`config.mk`:
```
export PLATFORM = sky130hd
export DESIGN_NAME = mem_port_arbiter_flat
export DESIGN_NICKNAME = d
export VERILOG_FILES = /design/src/rtl/mem_port_arbiter_pkg.sv /design/src/rtl/mem_port_arbiter_if.sv /design/src/rtl/mem_port_arbiter_rr_picker.sv /design/src/rtl/mem_port_arbiter.sv /design/src/flat_wrapper.sv
export SDC_FILE = /design/constraint.sdc
export NUM_CORES = 1
export LEC_CHECK = 0
export BUFFER_PORTS_ARGS = -buffer_cell sky130_fd_sc_hd__buf_2
export CORE_AREA = 4 4 155 157
export CTS_BUF_LIST = sky130_fd_sc_hd__clkbuf_8
export CTS_CLUSTER_DIAMETER = 100
export CTS_CLUSTER_SIZE = 25
export DETAILED_ROUTE_END_ITERATION = 12
export DIE_AREA = 0 0 159 161
export PLACE_DENSITY = 0.53
export SETUP_SLACK_MARGIN = 0.1
export SYNTH_ARGS = -nofsm -noshare
export SYNTH_HDL_FRONTEND = slang
export SYNTH_HIERARCHICAL = 1
export SYNTH_SLANG_ARGS = --single-unit
export TNS_END_PERCENT = 100
```
`constraint.sdc`:
```
create_clock -name clk -period 5.5 [get_ports clk]
set_clock_uncertainty 0.1 [all_clocks]
set_input_delay 0.55 -clock clk [delete_from_list [all_inputs] [get_ports clk]]
set_output_delay 0.55 -clock clk [all_outputs]
set_load 0.005 [all_outputs]
```
`src/rtl/mem_port_arbiter_pkg.sv`:
```
// Shared constants for the memory port arbiter: FSM encoding and default widths.
// The optional response watchdog is enabled with the MEM_ARB_TIMEOUT_EN macro.
package mem_arb_pkg;

  localparam logic [1:0] ST_IDLE      = 2'd0;
  localparam logic [1:0] ST_ISSUE     = 2'd1;
  localparam logic [1:0] ST_WAIT_RESP = 2'd2;

  localparam int DEF_ADDR_W  = 32;
  localparam int DEF_DATA_W  = 32;
  localparam int DEF_TIMEOUT = 255;

endpackage

```
`src/rtl/mem_port_arbiter_if.sv`:
```
// Bundles the requester-side and memory-side signals of the arbiter.
// Modport master is the arbiter itself, slave is the environment around it.
interface mem_arb_if #(
  parameter int NUM_REQ = 4,
  parameter int ADDR_W  = 32,
  parameter int DATA_W  = 32
);

  // Requester side: req_ready[i] is a one-cycle accept while req_valid[i] is high;
  // resp_valid[i] is a one-cycle pulse. Memory side: mem_req_valid stays high with a
  // stable payload until the cycle mem_req_ready is seen; mem_resp_valid is a pulse.
  logic [NUM_REQ-1:0]        req_valid;
  logic [NUM_REQ-1:0]        req_we;
  logic [NUM_REQ*ADDR_W-1:0] req_addr;
  logic [NUM_REQ*DATA_W-1:0] req_wdata;
  logic [NUM_REQ-1:0]        req_ready;
  logic [NUM_REQ-1:0]        resp_valid;
  logic [DATA_W-1:0]         resp_rdata;
  logic                      resp_err;
  logic                      mem_req_valid;
  logic                      mem_req_ready;
  logic                      mem_we;
  logic [ADDR_W-1:0]         mem_addr;
  logic [DATA_W-1:0]         mem_wdata;
  logic                      mem_resp_valid;
  logic [DATA_W-1:0]         mem_resp_rdata;

  modport master (
    input  req_valid, req_we, req_addr, req_wdata,
    input  mem_req_ready, mem_resp_valid, mem_resp_rdata,
    output req_ready, resp_valid, resp_rdata, resp_err,
    output mem_req_valid, mem_we, mem_addr, mem_wdata
  );

  modport slave (
    output req_valid, req_we, req_addr, req_wdata,
    output mem_req_ready, mem_resp_valid, mem_resp_rdata,
    input  req_ready, resp_valid, resp_rdata, resp_err,
    input  mem_req_valid, mem_we, mem_addr, mem_wdata
  );

endinterface

```
`src/rtl/mem_port_arbiter_rr_picker.sv`:
```
// Combinational round-robin picker: first set request bit after last_grant, wrapping.
module rr_picker #(
  parameter int NUM_REQ = 4,
  parameter int IDX_W   = $clog2(NUM_REQ)
) (
  input  logic [NUM_REQ-1:0] req,
  input  logic [IDX_W-1:0]   last_grant,
  output logic [NUM_REQ-1:0] grant,
  output logic [IDX_W-1:0]   idx,
  output logic               any
);

  logic [IDX_W-1:0] cand;

  // Offsets 1..NUM_REQ so last_grant itself is searched last.
  always_comb begin
    grant = '0;
    idx   = '0;
    any   = 1'b0;
    cand  = '0;
    for (int k = 1; k <= NUM_REQ; k++) begin
      cand = IDX_W'((int'(last_grant) + k) % NUM_REQ);
      if (!any && req[cand]) begin
        any         = 1'b1;
        grant[cand] = 1'b1;
        idx         = cand;
      end
    end
  end

endmodule

```
`src/rtl/mem_port_arbiter.sv`:
```
// Round-robin arbiter sharing one memory port between NUM_REQ requesters, one transaction
// outstanding. Define MEM_ARB_TIMEOUT_EN to add the response watchdog (resp_err).
module mem_port_arbiter
  import mem_arb_pkg::*;
#(
  parameter int NUM_REQ = 4,
  parameter int ADDR_W  = DEF_ADDR_W,
  parameter int DATA_W  = DEF_DATA_W,
  parameter int TIMEOUT = DEF_TIMEOUT
) (
  input  logic       clk,
  input  logic       rst_n,
  mem_arb_if.master  bus,
  output logic [1:0] dbg_state
);

  localparam int IDX_W = $clog2(NUM_REQ);

  if (NUM_REQ < 2 || NUM_REQ > 8 || TIMEOUT < 1 || TIMEOUT > 65535) begin : g_bad_cfg
    $error("mem_port_arbiter: NUM_REQ must be 2..8 and TIMEOUT 1..65535");
  end

  logic [1:0]         state;
  logic [IDX_W-1:0]   last_grant;
  logic [IDX_W-1:0]   cur;
  logic               lat_we;
  logic [ADDR_W-1:0]  lat_addr;
  logic [DATA_W-1:0]  lat_wdata;
  logic [NUM_REQ-1:0] resp_valid_q;
  logic [DATA_W-1:0]  rdata_q;
  logic [NUM_REQ-1:0] pick_grant;
  logic [IDX_W-1:0]   pick_idx;
  logic               pick_any;
`ifdef MEM_ARB_TIMEOUT_EN
  logic               err_q;
  logic [15:0]        to_cnt;
`endif

  rr_picker #(.NUM_REQ(NUM_REQ), .IDX_W(IDX_W)) u_picker (
    .req        (bus.req_valid),
    .last_grant (last_grant),
    .grant      (pick_grant),
    .idx        (pick_idx),
    .any        (pick_any)
  );

  // Grant is combinational in IDLE; held at zero while reset is asserted.
  assign bus.req_ready     = (state == ST_IDLE && rst_n) ? pick_grant : '0;
  assign bus.mem_req_valid = (state == ST_ISSUE);
  assign bus.mem_we        = lat_we;
  assign bus.mem_addr      = lat_addr;
  assign bus.mem_wdata     = lat_wdata;
  assign bus.resp_valid    = resp_valid_q;
  assign bus.resp_rdata    = rdata_q;
  assign dbg_state         = state;
`ifdef MEM_ARB_TIMEOUT_EN
  assign bus.resp_err      = err_q;
`else
  assign bus.resp_err      = 1'b0;
`endif

  always_ff @(posedge clk or negedge rst_n) begin
    if (!rst_n) begin
      state        <= ST_IDLE;
      last_grant   <= IDX_W'(NUM_REQ - 1);
      cur          <= '0;
      lat_we       <= 1'b0;
      lat_addr     <= '0;
      lat_wdata    <= '0;
      resp_valid_q <= '0;
      rdata_q      <= '0;
`ifdef MEM_ARB_TIMEOUT_EN
      err_q        <= 1'b0;
      to_cnt       <= '0;
`endif
    end else begin
      resp_valid_q <= '0;
      case (state)
        ST_IDLE: begin
          if (pick_any) begin
            cur       <= pick_idx;
            lat_we    <= bus.req_we[pick_idx];
            lat_addr  <= bus.req_addr[pick_idx*ADDR_W +: ADDR_W];
            lat_wdata <= bus.req_wdata[pick_idx*DATA_W +: DATA_W];
            state     <= ST_ISSUE;
          end
        end
        ST_ISSUE: begin
          // Rotation pointer only advances once the slave has taken the request.
          if (bus.mem_req_ready) begin
            last_grant <= cur;
            state      <= ST_WAIT_RESP;
`ifdef MEM_ARB_TIMEOUT_EN
            to_cnt     <= '0;
`endif
          end
        end
        ST_WAIT_RESP: begin
          if (bus.mem_resp_valid) begin
            resp_valid_q[cur] <= 1'b1;
            rdata_q           <= bus.mem_resp_rdata;
            state             <= ST_IDLE;
`ifdef MEM_ARB_TIMEOUT_EN
            err_q             <= 1'b0;
          end else if (to_cnt == 16'(TIMEOUT - 1)) begin
            // Decided one cycle early so the registered pulse lands TIMEOUT cycles in.
            resp_valid_q[cur] <= 1'b1;
            rdata_q           <= '0;
            err_q             <= 1'b1;
            state             <= ST_IDLE;
          end else begin
            to_cnt            <= to_cnt + 16'd1;
`endif
          end
        end
        default: state <= ST_IDLE;
      endcase
    end
  end

endmodule

```
`src/flat_wrapper.sv`:
```
// flat-port wrapper written by rule: the top's interface ports become plain ports
module mem_port_arbiter_flat import mem_arb_pkg::*;
#(
  parameter int NUM_REQ = 4,
  parameter int ADDR_W  = DEF_ADDR_W,
  parameter int DATA_W  = DEF_DATA_W,
  parameter int TIMEOUT = DEF_TIMEOUT
)
  (clk, rst_n, dbg_state, bus_req_valid, bus_req_we, bus_req_addr, bus_req_wdata, bus_mem_req_ready, bus_mem_resp_valid, bus_mem_resp_rdata, bus_req_ready, bus_resp_valid, bus_resp_rdata, bus_resp_err, bus_mem_req_valid, bus_mem_we, bus_mem_addr, bus_mem_wdata);
  mem_arb_if #(.NUM_REQ(NUM_REQ), .ADDR_W(ADDR_W), .DATA_W(DATA_W)) bus_i ();
  input  logic clk;
  input  logic rst_n;
  output logic [1:0] dbg_state;
  input wire logic [$bits(bus_i.req_valid)-1:0] bus_req_valid;
  input wire logic [$bits(bus_i.req_we)-1:0] bus_req_we;
  input wire logic [$bits(bus_i.req_addr)-1:0] bus_req_addr;
  input wire logic [$bits(bus_i.req_wdata)-1:0] bus_req_wdata;
  input wire logic [$bits(bus_i.mem_req_ready)-1:0] bus_mem_req_ready;
  input wire logic [$bits(bus_i.mem_resp_valid)-1:0] bus_mem_resp_valid;
  input wire logic [$bits(bus_i.mem_resp_rdata)-1:0] bus_mem_resp_rdata;
  output wire logic [$bits(bus_i.req_ready)-1:0] bus_req_ready;
  output wire logic [$bits(bus_i.resp_valid)-1:0] bus_resp_valid;
  output wire logic [$bits(bus_i.resp_rdata)-1:0] bus_resp_rdata;
  output wire logic [$bits(bus_i.resp_err)-1:0] bus_resp_err;
  output wire logic [$bits(bus_i.mem_req_valid)-1:0] bus_mem_req_valid;
  output wire logic [$bits(bus_i.mem_we)-1:0] bus_mem_we;
  output wire logic [$bits(bus_i.mem_addr)-1:0] bus_mem_addr;
  output wire logic [$bits(bus_i.mem_wdata)-1:0] bus_mem_wdata;
  assign bus_i.req_valid = bus_req_valid;
  assign bus_i.req_we = bus_req_we;
  assign bus_i.req_addr = bus_req_addr;
  assign bus_i.req_wdata = bus_req_wdata;
  assign bus_i.mem_req_ready = bus_mem_req_ready;
  assign bus_i.mem_resp_valid = bus_mem_resp_valid;
  assign bus_i.mem_resp_rdata = bus_mem_resp_rdata;
  assign bus_req_ready = bus_i.req_ready;
  assign bus_resp_valid = bus_i.resp_valid;
  assign bus_resp_rdata = bus_i.resp_rdata;
  assign bus_resp_err = bus_i.resp_err;
  assign bus_mem_req_valid = bus_i.mem_req_valid;
  assign bus_mem_we = bus_i.mem_we;
  assign bus_mem_addr = bus_i.mem_addr;
  assign bus_mem_wdata = bus_i.mem_wdata;
  mem_port_arbiter #(.NUM_REQ(NUM_REQ), .ADDR_W(ADDR_W), .DATA_W(DATA_W), .TIMEOUT(TIMEOUT)) u_core (.clk(clk), .rst_n(rst_n), .bus(bus_i), .dbg_state(dbg_state));
endmodule
```
==> impl_metrics.toml <==
[critical_path]
r2r_setup_slack_ps = 1600
worstSetupEndpointType = "output port"
critPathSlowestCell = "dfstp_2"
r2r_end = "u_core/bus.mem_wdata[4]"
critical_path_class = "register to output port"
worstPathArrival_ps = 3320
crit_top_cell = "inv_1"
r2r_cells = 8
crit_path_cell_trace = "inv_1 -> ha_1 -> inv_1 -> a31oi_1 -> o31ai_1 -> or3_1 -> and3_1 -> buf_2"
regToRegStartpoint = "u_core/last_grant[0]"
slowest_delay_ps = 830
path_max_fanout = 21
worstPathRequired_ps = 4850
start_kind = "register"

[power_and_ir_drop]
internal-power_uw = 3013
p_leak_uw = 0.004153
pwr-share-seq_pct = 30.1
switchingPower_uw = 1773
clockPowerShare_pct = 10.9
p_comb_share_pct = 58.9
switching_share_pct = 37.04
vdd_drop_max_mv = 0.3264
power-per-cell-area_nw_per_um2 = 550.2

[synth]
syn_inst = 405
ys_ff_latch = 107
syn_area_sq_um = 6190
synth-seq-area-share_pct = 43.30
synthFlopType = "dfrtp_1"
synth_warnings = 6
synth_edf_count = 0
syn_nets = 713
ys_types = 39
synth-async-reset-ratio_pct = 100.0
avgSynthCellArea_sq_um = 15.28

[clocking]
cts_resized = 0
clk_pin_slew_ps = 140
root_buffer = "clkbuf_8"
insertion_delay_ps = 380
cts_tree = "yes"
cts_max_level = 3
post_cts_buffers = 0
clock-sinks = 107
ctsHoldBuffers = 0
cts_buffers = 9
cts_buffer_depth = 2

[sta]
setup_violations = 0
fin_worst_hold_slack_ps = 20.37
period_share_pct = 72.17
layout_min_cycle_time_ps = 3970
report.final.slew_viol_count = 0
relSlewSlack_pct = 39.66
maxClockFrequency_ghz = 0.2519
hold_viol = 0
tns_ps = 0
rsz0062_at_grt = "no"
tightest_slew_ps = 905.1

[finish]
nNetsFinal = 1104
fin_util_pct = 38.65
n_antenna_cell = 0
syn_to_final_growth_pct = 40.53
layout_common_cells = "buf_2, dfrtp_1, mux2_2"
drive_gt1_share_pct = 75.53
final_common_cell = "buf_2"

[worst_hold_path]
hold_class = "input pin to asynchronous set/reset pin"

[route]
wl_per_cell_um = 19.19
first_pass_iters = 6
routed_wl_mm = 20.84
drtIter0Drc = 157
viasPerCell = 4.818
vias = 5232
drtAntennaViolNets = 0
drc_errors = 0

[job]
cap_violations = 0

[grt]
grt.total_usage_pct = 15.90
antenna_found_initial = 2
overflow = 0
grt_first_pass_wirelength_mm = 32.17
grt_start_max_net_pins = 68
grt_pass1_vias = 5634

[floorplanning]
start_util_pct = 27.51
die-area_sq_um = 25600
rows = 55
top_level_ports = 409
die_height_um = 161
die-width_um = 159
coreArea_sq_um = 22500

[outcome]
status = "completed"

[place]
dp_hpwl_mm = 16.30
gp_congestion = 0.7947
portBuffers = 407
[cells in the mapped netlist, types with 2 or more instances]
cell type  instances  share of area [%]
clkbuf_1           5               0.30
inv_1             11               0.67
nand3b_1           3               0.36
or3_1              4               0.40
mux4_2            67                 24
mux2_2           102                 19
a2111o_1           4               0.73
buf_4              2               0.24
mux2i_1            3               0.49
o31ai_1            4               0.49
nor3_1             4               0.32
buf_6              7                1.3
a21oi_1            4               0.32
and3_1             4               0.40
a31oi_1            5               0.51
nand2_1            7               0.42
buf_2             19                1.5
a211oi_1           3               0.36
nand2b_1           3               0.30
dfrtp_1          105                 42
ha_1               8                1.6
dfstp_2            2               0.85
nor2_1             6               0.36
o21ai_0            3               0.24
nand4_1            6               0.61
[power by group through the flow]
| stage | clock (uW) | combinational, uW | sequential (uW) |
|---|---|---|---|
| final | 523 | 2820 | 1440 |
| after floorplan | 0 | 1980 | 1450 |
| after CTS | 557 | 2880 | 1440 |
| after detailed placement | 0 | 2870 | 1460 |
| after global placement | 0 | 2850 | 1450 |
| after global routing | 582 | 3090 | 1500 |
[state kept, by name, summed over array words and instances, names as in the netlist]
| register | cells |
|---|---|
| u_core/bus.mem_addr | 32 |
| u_core/bus.resp_rdata | 32 |
| u_core/bus.mem_wdata | 32 |
| u_core/bus.resp_valid | 4 |
| u_core/cur | 2 |
| u_core/last_grant | 2 |
| u_core/dbg_state | 2 |
| u_core/bus.mem_we | 1 |
[worst max-delay path, delay by kind of cell (launching register included)]
| kind | cells | cell delay (ps) |
|---|---|---|
| AND/OR/NAND/NOR | 2 | 550 |
| flip-flops | 1 | 830 |
| adder cells (fa/ha/maj) | 1 | 540 |
| buffers and inverters | 3 | 520 |
| AO/OA/AOI/OAI | 2 | 510 |
[layer usage]
metal	vias to the layer above	global-route usage, %	wire (um)
met5	-	0	27
met3	13	4.797	1652
met4	4	3.471	163
met1	2584	18.68	8037
li1	2376	-	-
met2	255	28.80	10960
[how the worst max path moves through the flow]
stage | startpoint | to | cells past startpoint
finish | u_core/last_grant[0] | bus_req_ready[2] | 8
global route | u_core/last_grant[0] | bus_req_ready[3] | 8
CTS | u_core/last_grant[0] | bus_req_ready[2] | 8
detailed placement | u_core/last_grant[0] | u_core/bus.mem_wdata[20] | 9
global placement | u_core/last_grant[0] | u_core/bus.mem_wdata[4] | 9
floorplan | u_core/last_grant[0] | u_core/bus.mem_wdata[10] | 13
[cells by family (layout without fill, tap and decap cells)]
logic type	after synthesis	count (layout)	share of synthesized area, %
multiplexers	172	172	43.42
flip-flops	107	107	43.30
buffers and inverters	45	441	4.083
AND/OR/NAND/NOR	43	43	4.002
AO/OA/AOI/OAI	29	29	3.517
adder cells (fa/ha/maj)	8	8	1.617
other	1	1	0.06058
[cell type report]
class / instances / area, sq um
Timing Repair Buffer: 414 / 2117
Sequential cell: 107 / 2680
Clock inverter: 7 / 86.33
Inverter: 11 / 41.29
Tap cell: 285 / 356.6
Multi-Input combinational cell: 253 / 3293
Clock buffer: 9 / 123.9
Fill cell: 2244 / 13800
[per-stage QoR]
step | setup slack, ps | instance area (sq um) | std cells | power (uW)
after global routing | 1273 | 8698 | 1086 | 5178
after CTS | 1501 | 8698 | 1086 | 4882
final | 1530 | 8698 | 1086 | 4786
after floorplan | 1761 | 6190 | 405 | 3430
after global placement | 1634 | 8488 | 1070 | 4299
after detailed placement | 1567 | 8488 | 1070 | 4330
No activity file was read; power rests on OpenSTA's default activity.
